$ cat src/rtl/awg_i2c_pkg.sv
// ============================================================================
// Module   : awg_i2c_pkg
// Brief    : Shared types and constants for the AWG I2C DAC output path.
// Revision : 1.0 - initial release
// ============================================================================
`default_nettype none

package awg_i2c_pkg;

  typedef enum logic [1:0] {
    ST_IDLE = 2'd0,
    ST_ADDR = 2'd1,
    ST_HI   = 2'd2,
    ST_LO   = 2'd3
  } state_e;

  localparam logic [1:0] c_fm_cmd       = 2'b00;
  localparam logic [6:0] c_def_dev_addr = 7'h62;

  // Framing flags travelling alongside each byte to the transmitter.
  typedef struct packed {
    logic start;
    logic stop;
  } byte_flags_t;

  localparam byte_flags_t c_flags_none = '{start: 1'b0, stop: 1'b0};

  function automatic logic [7:0] hi_byte(input logic [1:0] pd, input logic [11:0] code);
    return {c_fm_cmd, pd, code[11:8]};
  endfunction

endpackage

`default_nettype wire

$ cat src/rtl/sample_fifo.sv
// ============================================================================
// Module   : sample_fifo
// Brief    : Synchronous first-word-fall-through FIFO with occupancy output.
// Revision : 1.0 - initial release
// ============================================================================
`default_nettype none

module sample_fifo #(
  parameter int WIDTH = 12,
  parameter int DEPTH = 4
) (
  input  logic                     clk,
  input  logic                     rst,
  input  logic                     wr_en_i,
  input  logic [WIDTH-1:0]         wr_data_i,
  input  logic                     rd_en_i,
  output logic [WIDTH-1:0]         rd_data_o,
  output logic                     full_o,
  output logic                     empty_o,
  output logic [$clog2(DEPTH):0]   level_o
);

  localparam int AW = $clog2(DEPTH);

  logic [WIDTH-1:0] mem_q [DEPTH];
  logic [AW-1:0]    wr_ptr_q;
  logic [AW-1:0]    rd_ptr_q;
  logic [AW:0]      level_q;
  logic             w_wr;
  logic             w_rd;

  assign full_o    = (level_q == (AW+1)'(DEPTH));
  assign empty_o   = (level_q == '0);
  assign level_o   = level_q;
  assign rd_data_o = mem_q[rd_ptr_q];

  assign w_wr = wr_en_i && !full_o;
  assign w_rd = rd_en_i && !empty_o;

  always_ff @(posedge clk or posedge rst) begin
    if (rst) begin
      wr_ptr_q <= '0;
      rd_ptr_q <= '0;
      level_q  <= '0;
    end else begin
      if (w_wr) wr_ptr_q <= wr_ptr_q + AW'(1);
      if (w_rd) rd_ptr_q <= rd_ptr_q + AW'(1);
      case ({w_wr, w_rd})
        2'b10:   level_q <= level_q + (AW+1)'(1);
        2'b01:   level_q <= level_q - (AW+1)'(1);
        default: level_q <= level_q;
      endcase
    end
  end

  // Storage is not reset; the level and pointers alone define validity.
  always_ff @(posedge clk) begin
    if (w_wr) mem_q[wr_ptr_q] <= wr_data_i;
  end

endmodule

`default_nettype wire

$ cat src/rtl/dac_sample_framer.sv
// ============================================================================
// Module   : dac_sample_framer
// Brief    : Buffers 12-bit DAC samples and frames them as I2C write bytes.
// Revision : 1.0 - initial release
// ============================================================================
`default_nettype none

module dac_sample_framer
  import awg_i2c_pkg::*;
#(
  parameter logic [6:0] DEV_ADDR   = c_def_dev_addr,
  parameter logic [1:0] PD_BITS    = 2'b00,
  parameter int         FIFO_DEPTH = 4,
  parameter int         MAX_BURST  = 8
) (
  input  logic                          clk,
  input  logic                          rst,
  input  logic                          s_valid,
  output logic                          s_ready,
  input  logic [11:0]                   s_sample,
  output logic                          m_valid,
  input  logic                          m_ready,
  output logic [7:0]                    m_byte,
  output logic                          m_start,
  output logic                          m_stop,
  input  logic                          nack,
  input  logic                          nack_clr,
  output logic                          busy,
  output logic                          err_nack,
  output logic [$clog2(FIFO_DEPTH):0]   fifo_level
);

  localparam int              BW           = (MAX_BURST > 1) ? $clog2(MAX_BURST) : 1;
  localparam logic [BW-1:0]   c_burst_last = BW'(MAX_BURST - 1);

  state_e             state_q, state_d;
  logic [11:0]        cur_q, cur_d;
  logic [BW-1:0]      burst_q, burst_d;
  logic               stop_q, stop_d;
  logic               err_q, err_d;
  logic               m_valid_q, m_valid_d;
  logic [7:0]         m_byte_q, m_byte_d;
  byte_flags_t        flags_q, flags_d;

  logic               w_push;
  logic               w_pop;
  logic               w_full;
  logic               w_empty;
  logic               w_hs;
  logic [11:0]        w_head;
  logic [$clog2(FIFO_DEPTH):0] w_level;

  assign s_ready    = !w_full && !rst;
  assign w_push     = s_valid && s_ready;
  assign w_hs       = m_valid_q && m_ready;

  assign m_valid    = m_valid_q;
  assign m_byte     = m_byte_q;
  assign m_start    = flags_q.start;
  assign m_stop     = flags_q.stop;
  assign busy       = (state_q != ST_IDLE);
  assign err_nack   = err_q;
  assign fifo_level = w_level;

  sample_fifo #(
    .WIDTH (12),
    .DEPTH (FIFO_DEPTH)
  ) u_fifo (
    .clk       (clk),
    .rst       (rst),
    .wr_en_i   (w_push),
    .wr_data_i (s_sample),
    .rd_en_i   (w_pop),
    .rd_data_o (w_head),
    .full_o    (w_full),
    .empty_o   (w_empty),
    .level_o   (w_level)
  );

  always_comb begin
    state_d   = state_q;
    cur_d     = cur_q;
    burst_d   = burst_q;
    stop_d    = stop_q;
    err_d     = err_q;
    w_pop     = 1'b0;
    m_valid_d = 1'b0;
    m_byte_d  = '0;
    flags_d   = c_flags_none;

    case (state_q)
      ST_IDLE: begin
        if (!w_empty) begin
          w_pop   = 1'b1;
          cur_d   = w_head;
          burst_d = '0;
          state_d = ST_ADDR;
        end
      end
      ST_ADDR: begin
        if (w_hs) state_d = ST_HI;
      end
      ST_HI: begin
        // Stop decision uses the level before any same-cycle push.
        if (w_hs) begin
          stop_d  = (w_level == '0) || (burst_q == c_burst_last);
          state_d = ST_LO;
        end
      end
      ST_LO: begin
        if (w_hs) begin
          if (stop_q) begin
            state_d = ST_IDLE;
          end else begin
            w_pop   = 1'b1;
            cur_d   = w_head;
            burst_d = burst_q + BW'(1);
            state_d = ST_HI;
          end
        end
      end
      default: state_d = ST_IDLE;
    endcase

    // A NACK overrides any coincident handshake and abandons the current sample.
    if (nack) begin
      err_d = 1'b1;
      if (state_q != ST_IDLE) begin
        state_d = ST_IDLE;
        w_pop   = 1'b0;
        cur_d   = cur_q;
        burst_d = burst_q;
        stop_d  = stop_q;
      end
    end else if (nack_clr) begin
      err_d = 1'b0;
    end

    case (state_d)
      ST_ADDR: begin
        m_valid_d     = 1'b1;
        m_byte_d      = {DEV_ADDR, 1'b0};
        flags_d.start = 1'b1;
      end
      ST_HI: begin
        m_valid_d = 1'b1;
        m_byte_d  = hi_byte(PD_BITS, cur_d);
      end
      ST_LO: begin
        m_valid_d    = 1'b1;
        m_byte_d     = cur_d[7:0];
        flags_d.stop = stop_d;
      end
      default: ;
    endcase
  end

  always_ff @(posedge clk or posedge rst) begin
    if (rst) begin
      state_q   <= ST_IDLE;
      cur_q     <= '0;
      burst_q   <= '0;
      stop_q    <= 1'b0;
      err_q     <= 1'b0;
      m_valid_q <= 1'b0;
      m_byte_q  <= '0;
      flags_q   <= c_flags_none;
    end else begin
      state_q   <= state_d;
      cur_q     <= cur_d;
      burst_q   <= burst_d;
      stop_q    <= stop_d;
      err_q     <= err_d;
      m_valid_q <= m_valid_d;
      m_byte_q  <= m_byte_d;
      flags_q   <= flags_d;
    end
  end

endmodule

`default_nettype wire
$ cat config.mk
export PLATFORM = sky130hd
export DESIGN_NAME = dac_sample_framer
export DESIGN_NICKNAME = d
export VERILOG_FILES = /design/src/rtl/awg_i2c_pkg.sv /design/src/rtl/sample_fifo.sv /design/src/rtl/dac_sample_framer.sv
export SDC_FILE = /design/constraint.sdc
export NUM_CORES = 1
export LEC_CHECK = 0
export CAP_MARGIN = 20
export CELL_PAD_IN_SITES_DETAIL_PLACEMENT = 1
export CELL_PAD_IN_SITES_GLOBAL_PLACEMENT = 1
export CORE_MARGIN = 8
export CORE_UTILIZATION = 48
export CTS_CLUSTER_SIZE = 30
export DETAILED_ROUTE_END_ITERATION = 16
export PLACE_DENSITY_LB_ADDON = 0.1
export SYNTH_ARGS = -nofsm -noshare
export SYNTH_HDL_FRONTEND = slang
export SYNTH_SLANG_ARGS = --single-unit
$ cat constraint.sdc
create_clock -name clk -period 3.4 [get_ports clk]
set_clock_uncertainty 0.1 [all_clocks]
set_input_delay 0.51 -clock clk [delete_from_list [all_inputs] [get_ports clk]]
set_output_delay 0.51 -clock clk [all_outputs]
set_load 0.1 [all_outputs]
== After elaboration in Yosys (flattened, before gate mapping) ==
Memory sizes are Yosys's and may differ from the RTL's.
Cells that the tools add are included.
Storage, ports and cells
  flip-flop bits (word level): 37
  latch bits: 0
  memory bits (writable): 48
  memory bits (read-only): 0
  input port bits: 18
  memories kept: 1
Cells by class
  add/sub/neg operators: 5
  multiply operators: 0
  divide/modulo/power cells: 0
  $lt $le $gt $ge: 0
  eq/ne operators: 11
  shift-type cells: 0
  mux-type cells: 39
  bitwise gates (word level): 0
  reduce and logical (&&, ||, !) cells: 15
Memories
  u_fifo.mem_q: depth 4, width 12, read ports 1, clocked after Yosys merged registers in 0, wr ports 1, RTL line sample_fifo.sv:25  | logic [WIDTH-1:0] mem_q [DEPTH];
Operators with widths (number)
  $mux W12: 5
  $pmux W12 S2: 1
  $pmux W8 S3: 1
  $mux W1: 16
  $mux W3: 5
  $mux W2: 7
  $pmux W3 S2: 2
  $eq A2 B2 Y1 const B: 5
  $pmux W2 S4: 1
  $add A3 B1 Y3 const B: 2
  $eq A2 B1 Y1 const B: 3
  $eq A3 B3 Y1 const B: 2
  $reduce_bool A2 Y1: 3
  $logic_and A1 B1 Y1: 5
  $add A2 B1 Y2 const B: 2
  $logic_not A1 Y1: 3
  $logic_not A3 Y1: 1
  $reduce_or A3 Y1: 1
  $sub A3 B1 Y3 const B: 1
  $logic_not A2 Y1: 1
  $ne A2 B2 Y1 const B: 1
  $pmux W1 S2: 1
  $logic_or A1 B1 Y1: 1

== Longest topological paths before layout ==
  depth in word-level cells: 8
  depth in mapped cells: 10
  mapped depth without buffers: 10

== Modules after synthesis ==
A second synthesis with hierarchy kept.
Unflattened totals
  cell total of the unflattened synthesis: 216
  area, all modules: 3542.1 um2
By module, submodules not included
  sample_fifo: instances 1, cells an instance 101, area each 2192.1 um2, seq. area each 1616.6 um2
  dac_sample_framer: instances 1, cells an instance 115, area each 1350.0 um2, seq. area each 750.7 um2

== Worst setup path before layout ==
OpenSTA, ideal clock, no wires.
  path type: register -> register
  from: register u_fifo.level_q[1] (netlist: u_fifo.level_o[1])
  to: register u_fifo.level_q[2] (netlist: u_fifo.level_o[2])
  arrival time: 4190 ps
  data required time: 3135 ps
  setup slack: -1055 ps
  cell stages (with the launch flop): 11
  period minus slack after synthesis: 4455 ps
  path through: dfrtp_1 -> inv_1 -> a31oi_1 -> and2_1 -> inv_1 -> ha_1 -> inv_1 -> fa_1 -> xor2_1 -> nor2_1 -> xor2_1
On the way
  elaborated cells between the ends (all ways): 18
RTL lines
  start: declaration: RTL line sample_fifo.sv:28  | logic [AW:0] level_q;
  start signal: assignment: RTL line sample_fifo.sv:49  | 2'b10: level_q <= level_q + (AW+1)'(1);
  start signal: assignment: RTL line sample_fifo.sv:50  | 2'b01: level_q <= level_q - (AW+1)'(1);
  start signal: assignment: RTL line sample_fifo.sv:51  | default: level_q <= level_q;
  $eq A3 B3 Y1 (*): RTL line sample_fifo.sv:32  | assign full_o = (level_q == (AW+1)'(DEPTH));
  $logic_not A1 Y1 (*): RTL line dac_sample_framer.sv:53  | assign s_ready = !w_full && !rst;
  $logic_and A1 B1 Y1 (*): RTL line dac_sample_framer.sv:53
  via s_ready: RTL line dac_sample_framer.sv:19  | output logic s_ready,
  $logic_and A1 B1 Y1 (*): RTL line dac_sample_framer.sv:54  | assign w_push = s_valid && s_ready;
  $logic_and A1 B1 Y1 (*): RTL line sample_fifo.sv:37  | assign w_wr = wr_en_i && !full_o;
  $eq A2 B1 Y1 / $eq A2 B2 Y1 (equally long branches): RTL line sample_fifo.sv:48  | case ({w_wr, w_rd})
  $pmux W3 S2 / $reduce_bool A2 Y1 (equally long branches)
The timed path passes the listed nets; every way through them passes the cells marked *.
A chain may end at the register's enable or synchronous reset.

== Worst setup path after layout ==
  from: input port m_ready
  to: register u_fifo.level_q[2] (netlist: u_fifo.level_o[2])
On the way
  word-level cells in the longest chain between the ends: 8
  elaborated cells between the ends (all ways): 10
RTL lines
  start: declaration: RTL line dac_sample_framer.sv:22  | input logic m_ready,
  $logic_and A1 B1 Y1 (*): RTL line dac_sample_framer.sv:55  | assign w_hs = m_valid_q && m_ready;
  $mux W1 (*): RTL line dac_sample_framer.sv:111  | if (w_hs) begin
  $pmux W1 S2 (*): RTL line dac_sample_framer.sv:91  | case (state_q)
  $mux W1: RTL line dac_sample_framer.sv:128  | if (state_q != ST_IDLE) begin
  $mux W1 (*): RTL line dac_sample_framer.sv:126  | if (nack) begin
  $logic_and A1 B1 Y1 (*): RTL line sample_fifo.sv:38  | assign w_rd = rd_en_i && !empty_o;
  via u_fifo.w_rd: RTL line sample_fifo.sv:30  | logic w_rd;
  $eq A2 B1 Y1 / $eq A2 B2 Y1 (equally long branches): RTL line sample_fifo.sv:48
  $pmux W3 S2 / $reduce_bool A2 Y1 (equally long branches)
Marks and branches as above.

==> reports/qor.txt <==
crit path DAT: 2.92 ns
CP max stage cell: clkdlybuf4s50_1
H-Tree Depth: 3
Clock Tree Root: clkbuf_8
post-DR vias/cell: 5.35
Final Wtd Congestion: 0.805
IO Port Bufs: 34
RSZ-0062 raised after global routing: false
synthesized instance count: 206
Avg Cell Area, Syn: 16.8 sq um
R2R Path Start: state_q[1]
Total Routed Length: 6510 microns
FF-to-FF path depth: 10
initial antenna violation count: 0
power per cell area: 936 nW/um^2
sequential area share after synthesis: 0.686
Synth Warn #: 0
number of global-route vias before repair: 2189
Die Footprint: 10200 sq um
Pins Over Slew Limit: 0
post-CTS sizing: 0
die height: 101 microns
worst-path cell chain: clkdlybuf4s50_1 -> and4b_1 -> a21oi_1 -> nor3_1 -> ha_1 -> inv_1 -> fa_1 -> xor2_1 -> nor2_1 -> xor2_1
worst setup path end: u_fifo.level_o[2]
Syn Nets: 236
EDFF count, synth: 48
worst setup margin: 0.661 ns
Top cell by count, worst path: xor2_1
run status: completed
R2R setup slack: 0.67 ns
die span in x: 101 microns
HP Class: reg2reg
Max VDD drop: 457 uV
Synth Flop Type: edfxtp_1
layout cells sized above 1: 0.193
FF+latch area: 2370 sq um
max incr delay on CP: 0.56 ns
mapped cell area: 3450 sq um
Leakage: 1.64 nW
required time worst endpoint: 3.58 ns
ys async rst share: 0.435
area of the multi-input gates: 1020 sq um
Tcrit/Tclk final: 0.806
HPWL after DPL: 4590 microns
crit-path max FO: 6
largest net degree at the start of global routing: 38
Crit Path Category: in2reg
number of buffers created by CTS: 9
Reg clk slew, reported paths: 0.09 ns
Worst Tran Pin Value: 0.974 ns
I/O Pins: 35
Min Hold Slack: 0.414 ns
Yosys cell types: 40
Hold Violations, Final: 0
total track usage: 0.144
Final setup viols: 0
clk sinks: 85
Congestion Overflow GR: 0
FMAX: 0.365 GHz
Setup crit end kind: flip-flop
CP startpoint: m_ready
core area: 7100 sq um
Slew headroom: 0.349
layout filler cell count: 663
diode count: 0
FF+latch count, synth: 85
CTS tree: built
Hold Buf Count CTS: 0
ANT nets after route: 0
layout overhead on the synthesized area: 20.0%
global-route wire length before repair: 10900 microns
Place WS: 0.316 ns
largest buffer count on any clock path: 2
DRT Pass-1 Iters: 4
Skew-Pair Late Insertion Delay: 0.36 ns
Startpoint Class: input pin
Hold Path Depth: 1
DRC: 0
nets: 279
Starting DRT DRC Count: 82
DR WL/cell: 18.5 microns
Initial Utilization: 0.486
RR Endpoint: u_fifo.level_o[2]
Via Count: 1887
Final min period: 2.74 ns
num rows: 31
setup_tns: 0 ns
Max-cap violations: 0
number of setup buffers added after CTS: 0
## flip-flops by register name (all words and copies together) (netlist names), 2 cells and up
signal	flops
u_fifo.rd_ptr_q	2
m_byte	8
u_fifo.level_o	3
u_fifo.wr_ptr_q	2
burst_q	3
state_q	2
cur_q	12
u_fifo.mem_q	48
## layout make-up
| class | instances | area share |
|---|---|---|
| Sequential cell | 85 | 0.572 |
| Multi-Input combinational cell | 102 | 0.247 |
| Timing Repair Buffer | 37 | 0.0840 |
| Clock buffer | 9 | 0.0299 |
| Tap cell | 99 | 0.0299 |
| Clock inverter | 7 | 0.0248 |
| Inverter | 14 | 0.0127 |
## metal layers
metal  track usage  routed length (microns)  vias up
met3        0.0401                      240        9
met1         0.170                     2790      982
met2         0.233                     3350       30
met4        0.0767                      136        0
li1              -                        -      866
met5             0                        0        -
## worst max-delay path, delay by kind of cell
kind                       cells  cell delay [ns]
xor gates and xnor gates       2             0.32
and+or+nand+nor                3             0.77
buffers and inverters          2             0.63
adders and majority gates      2             0.64
AOI/OAI and AO/OA              1             0.07
## where the power goes
group          internal (mW)  total, mW  switching (mW)
sequential              1.31       1.50           0.184
clock                  0.425      0.806           0.381
combinational          0.554       1.57            1.02
total                   2.29       3.88            1.58
## per-stage QoR
stage,total power [mW],util,instance area [sq um],instances
after floorplan,2.70,-,3470,206
after global placement,3.07,0.552,3920,337
after detailed placement,3.11,0.552,3920,337
after CTS,3.94,0.583,4140,353
after global routing,4.08,0.583,4140,353
final,3.88,0.583,4140,353
## cells in the mapped netlist, types with 2 or more instances
cell / count / area share
xor2_1: 3 / 0.0076
buf_2: 4 / 0.0058
and3_1: 4 / 0.0072
o21a_1: 2 / 0.0043
inv_2: 2 / 0.0022
and4b_1: 2 / 0.0058
and2_1: 6 / 0.011
nor2_1: 6 / 0.0065
dfrtp_1: 37 / 0.27
a21oi_1: 2 / 0.0029
ha_1: 11 / 0.040
a22o_1: 17 / 0.043
edfxtp_1: 48 / 0.42
nand3_1: 2 / 0.0029
nand2_1: 6 / 0.0065
mux4_2: 12 / 0.078
xnor2_1: 3 / 0.0076
inv_1: 12 / 0.013
o21ai_0: 6 / 0.0087
## worst min-delay path by stage
| stage | start | end | slack, ns |
|---|---|---|---|
| floorplan | cur_q[4] | cur_q[4] | 0.36 |
| global placement | cur_q[2] | cur_q[2] | 0.39 |
| detailed placement | cur_q[5] | cur_q[5] | 0.38 |
| CTS | cur_q[2] | cur_q[2] | 0.41 |
| global route | cur_q[9] | cur_q[9] | 0.43 |
| finish | cur_q[11] | cur_q[11] | 0.41 |
## layout by cell type (no fill, tap or decap), types with 2 or more instances in the layout
cell type / instances
nor2_1: 6
inv_6: 3
o21a_1: 2
clkbuf_8: 9
xnor2_1: 3
clkdlybuf4s50_1: 28
ha_1: 11
xor2_1: 3
inv_1: 12
dfrtp_1: 37
edfxtp_1: 48
buf_4: 9
a21oi_1: 2
nand3_1: 2
and2_1: 6
bufinv_16: 2
nand2_1: 6
and4b_1: 2
a22o_1: 17
o21ai_0: 6
inv_2: 2
and3_1: 4
mux4_2: 12
## cells by family after synthesis
family | after synthesis | share of synthesized area
AOI/OAI and AO/OA | 36 | 0.0866
xor gates and xnor gates | 6 | 0.0152
adders and majority gates | 12 | 0.0457
buffers and inverters | 19 | 0.0221
DFF | 85 | 0.686
muxes | 14 | 0.0845
and+or+nand+nor | 34 | 0.0602
No activity file was read; power rests on OpenSTA's default activity.
